File: config.mk
export PLATFORM = sky130hd
export DESIGN_NAME = control_sequencer_flat
export DESIGN_NICKNAME = d
export VERILOG_FILES = /design/src/rtl/control_sequencer_if.sv /design/src/rtl/control_sequencer.sv /design/src/flat_wrapper.sv
export SDC_FILE = /design/constraint.sdc
export NUM_CORES = 1
export LEC_CHECK = 0
export ABC_AREA = 1
export BUFFER_PORTS_ARGS = -buffer_cell sky130_fd_sc_hd__buf_4
export CORE_AREA = 2 2 39 41
export DETAILED_ROUTE_END_ITERATION = 10
export DIE_AREA = 0 0 41 43
export HOLD_SLACK_MARGIN = 0.15
export PLACE_DENSITY_LB_ADDON = 0.2
export REMOVE_ABC_BUFFERS = 1
export SLEW_MARGIN = 20
export SYNTH_ARGS = -nofsm -noshare
export SYNTH_HDL_FRONTEND = slang
export SYNTH_SLANG_ARGS = --single-unit
export TNS_END_PERCENT = 50
File: constraint.sdc
create_clock -name clk -period 2.05 [get_ports clk]
set_input_delay 0.615 -clock clk [delete_from_list [all_inputs] [get_ports clk]]
set_output_delay 0.615 -clock clk [all_outputs]
set_load 0.1 [all_outputs]
File: src/rtl/control_sequencer_if.sv
// Control bus between the T-state sequencer and the datapath: run enable and
// IR decode lines in, datapath strobes, ALU opcode and debug status out.
interface control_sequencer_if #(
   parameter int OPW = 3,
   parameter int SW  = 4
);
   logic           run_en;
   logic           dec_ld;
   logic           dec_add;
   logic           dec_sub;
   logic           dec_and;
   logic           dec_or;
   logic           dec_xor;
   logic           dec_shl;
   logic           dec_halt;
   logic           epc;
   logic           cpc;
   logic           imar;
   logic           eram;
   logic           iir;
   logic           ia;
   logic           ib;
   logic           ealu;
   logic [OPW-1:0] alu_op;
   logic           halted;
   logic [SW-1:0]  state;

   modport master (
      input  run_en, dec_ld, dec_add, dec_sub, dec_and, dec_or, dec_xor,
             dec_shl, dec_halt,
      output epc, cpc, imar, eram, iir, ia, ib, ealu, alu_op, halted, state
   );

   modport slave (
      output run_en, dec_ld, dec_add, dec_sub, dec_and, dec_or, dec_xor,
             dec_shl, dec_halt,
      input  epc, cpc, imar, eram, iir, ia, ib, ealu, alu_op, halted, state
   );
endinterface

File: src/rtl/control_sequencer.sv
// Hardwired T-state controller for the model computer: fetches an opcode,
// samples the IR decode lines and steps the per-instruction micro-sequence.
module control_sequencer #(
   parameter int OPW = 3,
   parameter int SW  = 4
) (
   input  logic                 clk,
   input  logic                 rst_n,
   control_sequencer_if.master  bus
);

   typedef enum logic [SW-1:0] {
      S_IDLE = SW'(0),
      S_FA   = SW'(1),
      S_FD   = SW'(2),
      S_DEC  = SW'(3),
      S_OA   = SW'(4),
      S_OR   = SW'(5),
      S_EX   = SW'(6),
      S_HLT  = SW'(7)
   } state_t;

   typedef struct packed {
      logic epc;
      logic cpc;
      logic imar;
      logic eram;
      logic iir;
      logic ia;
      logic ib;
      logic ealu;
   } strobe_t;

   localparam logic [OPW-1:0] OP_ADD = OPW'(0);
   localparam logic [OPW-1:0] OP_SUB = OPW'(1);
   localparam logic [OPW-1:0] OP_AND = OPW'(2);
   localparam logic [OPW-1:0] OP_OR  = OPW'(3);
   localparam logic [OPW-1:0] OP_XOR = OPW'(4);
   localparam logic [OPW-1:0] OP_SHL = OPW'(5);

   state_t         state;
   logic [OPW-1:0] alu_op;
   logic           is_ld;
   strobe_t        strb;

   // Decode is sampled only in DEC; the class is kept in is_ld because the IR
   // lines may already describe something else by the time OR executes.
   always_ff @(posedge clk) begin
      // NOTE: non-blocking assignments keep every register updating from the
      // pre-edge values, so ordering inside this block cannot create races.
      if (!rst_n) begin
         state  <= S_IDLE;
         alu_op <= '0;
         is_ld  <= 1'b0;
      end else if (bus.run_en) begin
         unique case (state)
            S_IDLE: state <= S_FA;
            S_FA:   state <= S_FD;
            S_FD:   state <= S_DEC;
            S_DEC: begin
               if (bus.dec_halt) begin
                  state <= S_HLT;
               end else if (bus.dec_ld) begin
                  state <= S_OA;
                  is_ld <= 1'b1;
               end else if (bus.dec_add) begin
                  state  <= S_OA;
                  is_ld  <= 1'b0;
                  alu_op <= OP_ADD;
               end else if (bus.dec_sub) begin
                  state  <= S_OA;
                  is_ld  <= 1'b0;
                  alu_op <= OP_SUB;
               end else if (bus.dec_and) begin
                  state  <= S_OA;
                  is_ld  <= 1'b0;
                  alu_op <= OP_AND;
               end else if (bus.dec_or) begin
                  state  <= S_OA;
                  is_ld  <= 1'b0;
                  alu_op <= OP_OR;
               end else if (bus.dec_xor) begin
                  state  <= S_OA;
                  is_ld  <= 1'b0;
                  alu_op <= OP_XOR;
               end else if (bus.dec_shl) begin
                  state  <= S_EX;
                  alu_op <= OP_SHL;
               end else begin
                  state <= S_FA;
               end
            end
            S_OA:   state <= S_OR;
            S_OR:   state <= is_ld ? S_FA : S_EX;
            S_EX:   state <= S_FA;
            S_HLT:  state <= S_HLT;
            default: state <= S_IDLE;
         endcase
      end
   end

   // Strobes are gated by reset and pause so a held or aborted state never
   // leaks a partial transfer onto the datapath.
   always_comb begin
      // NOTE: default every output before the case so no path leaves a latch.
      strb = '0;
      if (rst_n && bus.run_en) begin
         unique case (state)
            S_FA: begin
               strb.epc  = 1'b1;
               strb.imar = 1'b1;
            end
            S_FD: begin
               strb.eram = 1'b1;
               strb.iir  = 1'b1;
               strb.cpc  = 1'b1;
            end
            S_OA: begin
               strb.epc  = 1'b1;
               strb.imar = 1'b1;
            end
            S_OR: begin
               strb.eram = 1'b1;
               strb.cpc  = 1'b1;
               strb.ia   = is_ld;
               strb.ib   = !is_ld;
            end
            S_EX: begin
               strb.ealu = 1'b1;
               strb.ia   = 1'b1;
            end
            default: strb = '0;
         endcase
      end
   end

   assign bus.epc    = strb.epc;
   assign bus.cpc    = strb.cpc;
   assign bus.imar   = strb.imar;
   assign bus.eram   = strb.eram;
   assign bus.iir    = strb.iir;
   assign bus.ia     = strb.ia;
   assign bus.ib     = strb.ib;
   assign bus.ealu   = strb.ealu;
   assign bus.alu_op = alu_op;
   assign bus.halted = (state == S_HLT);
   assign bus.state  = state;

endmodule
File: src/flat_wrapper.sv
// flat-port wrapper written by rule: the top's interface ports become plain ports
module control_sequencer_flat 
#(
   parameter int OPW = 3,
   parameter int SW  = 4
)
  (clk, rst_n, bus_run_en, bus_dec_ld, bus_dec_add, bus_dec_sub, bus_dec_and, bus_dec_or, bus_dec_xor, bus_dec_shl, bus_dec_halt, bus_epc, bus_cpc, bus_imar, bus_eram, bus_iir, bus_ia, bus_ib, bus_ealu, bus_alu_op, bus_halted, bus_state);
  control_sequencer_if #(.OPW(OPW), .SW(SW)) bus_i ();
  input  logic clk;
  input  logic rst_n;
  input wire logic [$bits(bus_i.run_en)-1:0] bus_run_en;
  input wire logic [$bits(bus_i.dec_ld)-1:0] bus_dec_ld;
  input wire logic [$bits(bus_i.dec_add)-1:0] bus_dec_add;
  input wire logic [$bits(bus_i.dec_sub)-1:0] bus_dec_sub;
  input wire logic [$bits(bus_i.dec_and)-1:0] bus_dec_and;
  input wire logic [$bits(bus_i.dec_or)-1:0] bus_dec_or;
  input wire logic [$bits(bus_i.dec_xor)-1:0] bus_dec_xor;
  input wire logic [$bits(bus_i.dec_shl)-1:0] bus_dec_shl;
  input wire logic [$bits(bus_i.dec_halt)-1:0] bus_dec_halt;
  output wire logic [$bits(bus_i.epc)-1:0] bus_epc;
  output wire logic [$bits(bus_i.cpc)-1:0] bus_cpc;
  output wire logic [$bits(bus_i.imar)-1:0] bus_imar;
  output wire logic [$bits(bus_i.eram)-1:0] bus_eram;
  output wire logic [$bits(bus_i.iir)-1:0] bus_iir;
  output wire logic [$bits(bus_i.ia)-1:0] bus_ia;
  output wire logic [$bits(bus_i.ib)-1:0] bus_ib;
  output wire logic [$bits(bus_i.ealu)-1:0] bus_ealu;
  output wire logic [$bits(bus_i.alu_op)-1:0] bus_alu_op;
  output wire logic [$bits(bus_i.halted)-1:0] bus_halted;
  output wire logic [$bits(bus_i.state)-1:0] bus_state;
  assign bus_i.run_en = bus_run_en;
  assign bus_i.dec_ld = bus_dec_ld;
  assign bus_i.dec_add = bus_dec_add;
  assign bus_i.dec_sub = bus_dec_sub;
  assign bus_i.dec_and = bus_dec_and;
  assign bus_i.dec_or = bus_dec_or;
  assign bus_i.dec_xor = bus_dec_xor;
  assign bus_i.dec_shl = bus_dec_shl;
  assign bus_i.dec_halt = bus_dec_halt;
  assign bus_epc = bus_i.epc;
  assign bus_cpc = bus_i.cpc;
  assign bus_imar = bus_i.imar;
  assign bus_eram = bus_i.eram;
  assign bus_iir = bus_i.iir;
  assign bus_ia = bus_i.ia;
  assign bus_ib = bus_i.ib;
  assign bus_ealu = bus_i.ealu;
  assign bus_alu_op = bus_i.alu_op;
  assign bus_halted = bus_i.halted;
  assign bus_state = bus_i.state;
  control_sequencer #(.OPW(OPW), .SW(SW)) u_core (.clk(clk), .rst_n(rst_n), .bus(bus_i));
endmodule
After elaboration in Yosys (flattened, before gate mapping)
Index checks and enable logic that the tools add are counted.

storage, ports and cells
  word-level logic and storage cells = 51
  output and inout port bits = 16
  bits of input ports = 11
  register bits after elaboration = 8

cells by class
  equality and inequality tests = 7
  mux-type cells = 29
  reduce and logical (&&, ||, !) cells = 10
  bitwise operators = 2

operators with widths
  operator                                       count
  two-way mux 4 bit                              7
  case mux 4 bit (7 select lines)                1
  two-way mux 3 bit                              8
  == test 4 x 3 -> 1 bit, second input constant  4
  nonzero test 6 bit                             2
  two-way mux 1 bit                              11
  == test 4 x 2 -> 1 bit, second input constant  2
  two-way mux 8 bit                              1
  OR reduction 2 bit                             3
  AND reduction 5 bit                            1
  == test 4 x 1 -> 1 bit, second input constant  1
  zero test 4 bit                                1
  AND reduction 4 bit                            1
  NOT 1 bit                                      2
  case mux 1 bit (2 select lines)                1
  logical AND 1 bit                              1
  zero test 1 bit                                1

Logic depth before layout (Yosys ltp)
  depth after elaboration = 9
  gate-level depth with buffers = 8
  gate-level depth less buffers = 8

Worst setup path after synthesis
Ideal clock, no wire load.

  path kind = register -> output
  from = register u_core.state[2], in the netlist u_core.bus.state[2]
  to = output bus_ia
  slack = -2917 ps
  buffers on the path = 0
  cell stages (with the launch flop) = 3
  data required time = 1435 ps
  data arrival time = 4352 ps
  cells stage by stage = dfxtp_1 -> inv_1 -> nor4_1

between the ends
  cells in the longest elaborated chain, start to end = 3
  elaborated cells between the ends (all ways) = 4
  classes of those cells = 2 x eq/ne; 2 x mux

RTL lines
  item                                 line                      RTL
  start, declared                      control_sequencer.sv:41   state_t state;
  start signal, assigned               control_sequencer.sv:94   S_OR: state <= is_ld ? S_FA : S_EX;
  == test 4 x 3 -> 1 bit               control_sequencer.sv:108  unique case (state)
  case mux 1 bit (2 select lines) (*)  control_sequencer.sv:108
  two-way mux 8 bit (*)                control_sequencer.sv:107  if (rst_n && bus.run_en) begin
  end, declared                        flat_wrapper.sv:25        output wire logic [$bits(bus_i.ia)-1:0] bus_ia;

Every way passes the cells marked *; elsewhere a longest branch is shown, timed or not.

Worst setup path after layout
  from = register u_core.state[1], in the netlist u_core.bus.state[1]
  to = output bus_ia

The elaborated chain is that of the path after synthesis.

==> key figures <==
Timing
  • Final Max Tran Viols: 0
  • Clock Skew: between 0.0005 and 0.0006 ns
  • Post-route minimum period: between 2 and 2.5 ns
  • RSZ-0062 raised after global routing: true
  • Peak Freq: 0.490 GHz
  • Final setup violation count: 0
  • Hold Violations, Final: 0
  • Fin crit share: 99.6%

Cells and area
  • Area Growth Syn to Fin: 73.5%
  • Commonest non-fill, non-tap cell in the layout: buf_4
  • Filler cells: 114
  • Diode count: 0
  • Fin cells: 136
  • Design area: 960 um2
  • Final nets: 132
  • Highest-count cells in the layout ignoring fill and taps: buf_4 (22), nor2_1 (16), inv_1 (10), nand2_1 (10), nand3_1 (9)
  • Share of cells above drive strength 1: 41.7%

Critical path
  • Buf/Inv on CP: 2
  • Crit-path slowest cell: dfxtp_4
  • CP delay by family, top: simple AND/OR/NAND/NOR gates
  • Required @ worst endpoint: 1.43 ns
  • CP endpoint kind: output port
  • Worst Path Arrival: 1.43 ns
  • WS Path Type: reg -> out
  • Largest stage delay, worst path: 0.37 ns
  • Worst Setup Start Kind: flip-flop
  • Critical path fanouts, max: 5
  • Cell Chain, Critical Path: inv_1 -> nand2_1 -> nand2_4 -> nor4_4 -> buf_6

Place
  • PortBufs: 25
  • Final RePlAce weighted congestion: 0.769
  • HPWL Detailed: 1.07 mm
  • Placed Cells: 131
  • Placed cell areas: roughly 780 um2

Route
  • WL final: 1.56 mm
  • WL per Instance: 11.5 um
  • Initial DRC count: 12
  • Via count: roughly 680
  • DRC errors left: 0
  • DRT Pass-1 Iters: 4
  • Via/cell ratio: 4.97
  • Routed Antenna Nets: 0

Power and ir drop
  • PD cells: 494 nW/um2
  • Max IR drop VDD: 407 uV
  • Leakage: 0.441 nW

Clock tree
  • Root buffer cell: clkbuf_4
  • CTS clk-pin slew, worst paths: 0.05 ns
  • CTS H-tree lvls: 1
  • CTS tree: yes
  • CTS Buffer Depth: 2
  • Clock sinks: 7
  • Number of CTS-inserted buffers: 3
  • # hold bufs at CTS: 0
  • Worst-skew pair later-pin latency: 0.24 ns

GRT
  • Total grt overflow: 0
  • First-pass GRT wire length: 2.35 mm
  • Vias in the first global route: 587
  • Initial antenna violation count: 0
  • GRT Resource Usage Total: 19.0%
  • Largest net degree at the start of global routing: 8

Outcome
  • Outcome: finished, final reports clean

Floorplan
  • Die area: 1760 um2
  • Die X: 41 um
  • Initial Util: 40.0%
  • Placement Rows: 14
  • Core area: 1380 um2
  • I/O pins: 27
  • Die Y-Extent: 43 um

Synth
  • Post-synth top area share: approximately a quarter
  • Synth unique cells: 20
  • Synth Area per Inst: 6.28 um2
  • Synth Instances: 88
  • Dominant cell type by area after synthesis: dfxtp_1
  • Sequential share of the synthesized area: between 20% and 30%
  • Dominant cells by area after synthesis: dfxtp_1 (25%), nor2_1 (12%), nand3_1 (8.1%), nand2_1 (8.1%), inv_1 (7.5%)
  • Post-Syn Area: 553 um2
  • YS warnings: 0
  • Seq cells post-synth: 7

Run
  • Total of max-cap violations: 0

Hold path
  • Tightest Hold Check Type: reg -> reg
cell usage after synthesis:
cell and count:
nand3_4 1, buf_4 3, nor2_4 1, nand4_1 3
inv_1 11, o21bai_1 1, nor3_1 1, a21oi_1 7
o21ai_1 3, nor4_1 2, a21oi_2 1, inv_2 1
nor2_8 1, o21ai_0 5, conb_1 1, nand2_4 1
nor2_1 17, nand3_1 9, dfxtp_1 7, nand2_1 12
area by class of cell:
| class | count | area, um2 | share of cell area, % |
|---|---|---|---|
| multi-input cells | 66 | 410 | 42.8 |
| repair buffers | 31 | 310 | 32.3 |
| flip-flops and latches | 7 | 148 | 15.4 |
| inverters | 12 | 45.0 | 4.69 |
| clock buffers | 4 | 26.3 | 2.74 |
| well taps | 16 | 20.0 | 2.09 |
cell families after synthesis:
group	count (synthesis)	synth area share (%)
flip-flops	7	25.3
buffers and inverters	15	12.2
other	1	0.678
AND/OR/NAND/NOR	48	45.2
AO/OA/AOI/OAI	17	16.5
layer usage:
| layer | part of all wire (%) | vias up | track usage, % |
|---|---|---|---|
| met2 | 58 | 24 | 32.2 |
| met3 | 4.9 | 0 | 3.14 |
| met1 | 37 | 299 | 23.8 |
| met5 | 0 | - | 0 |
| met4 | 0 | 0 | 4.00 |
| li1 | - | 353 | - |
where the power goes:
part / switching [W] / internal, W
Combinational: 0.000142 / 0.0000654
Clock: 0.0000437 / 0.0000738
Sequential: 0.00000799 / 0.000141
path summary, 6_finish.rpt:
kind	slack, ns	startpoint	cells after the start	to
worst max register to register	0.77	u_core.bus.state[0]	8	u_core.bus.alu_op[1]
worst min-delay path	0.50	u_core.is_ld	2	u_core.is_ld
worst max-delay path	0.007	u_core.bus.state[1]	5	bus_ia
worst min register to register	0.50	u_core.is_ld	2	u_core.is_ld
registers in the layout, indices dropped and copies added, names as in the netlist:
| register | cells |
|---|---|
| u_core.is_ld | 1 |
| u_core.bus.alu_op | 3 |
| u_core.bus.state | 3 |
worst register-to-register path, delay by kind of cell (launching register included):
| family | cells | cell delay (ns) |
|---|---|---|
| AND/OR/NAND/NOR | 6 | 0.58 |
| buffers and inverters | 2 | 0.19 |
| flip-flops | 1 | 0.39 |
timing repair:
action,in CTS,in global routing
gates resized for setup,6,27
setup endpoints to repair,6,9
setup buffers,0,1
pin swaps,0,2
gates cloned,0,0
stage by stage:
step           hold WS, ns  total power [W]  setup WS, ns  utilization [%]  TNS [ns]
2_1_floorplan        0.446         0.000268         -2.92                -    -19.94
3_3_place_gp         0.464         0.000319       -0.0354             56.1   -0.0354
3_5_place_dp         0.483         0.000320       -0.0357             56.1   -0.0814
4_1_cts              0.490         0.000444       -0.0251             59.6   -0.0500
5_1_grt              0.532         0.000507       -0.0476             69.3    -0.161
6_report             0.497         0.000474       0.00749             69.3         0
Note: power is estimated with default switching activity, not from simulation.
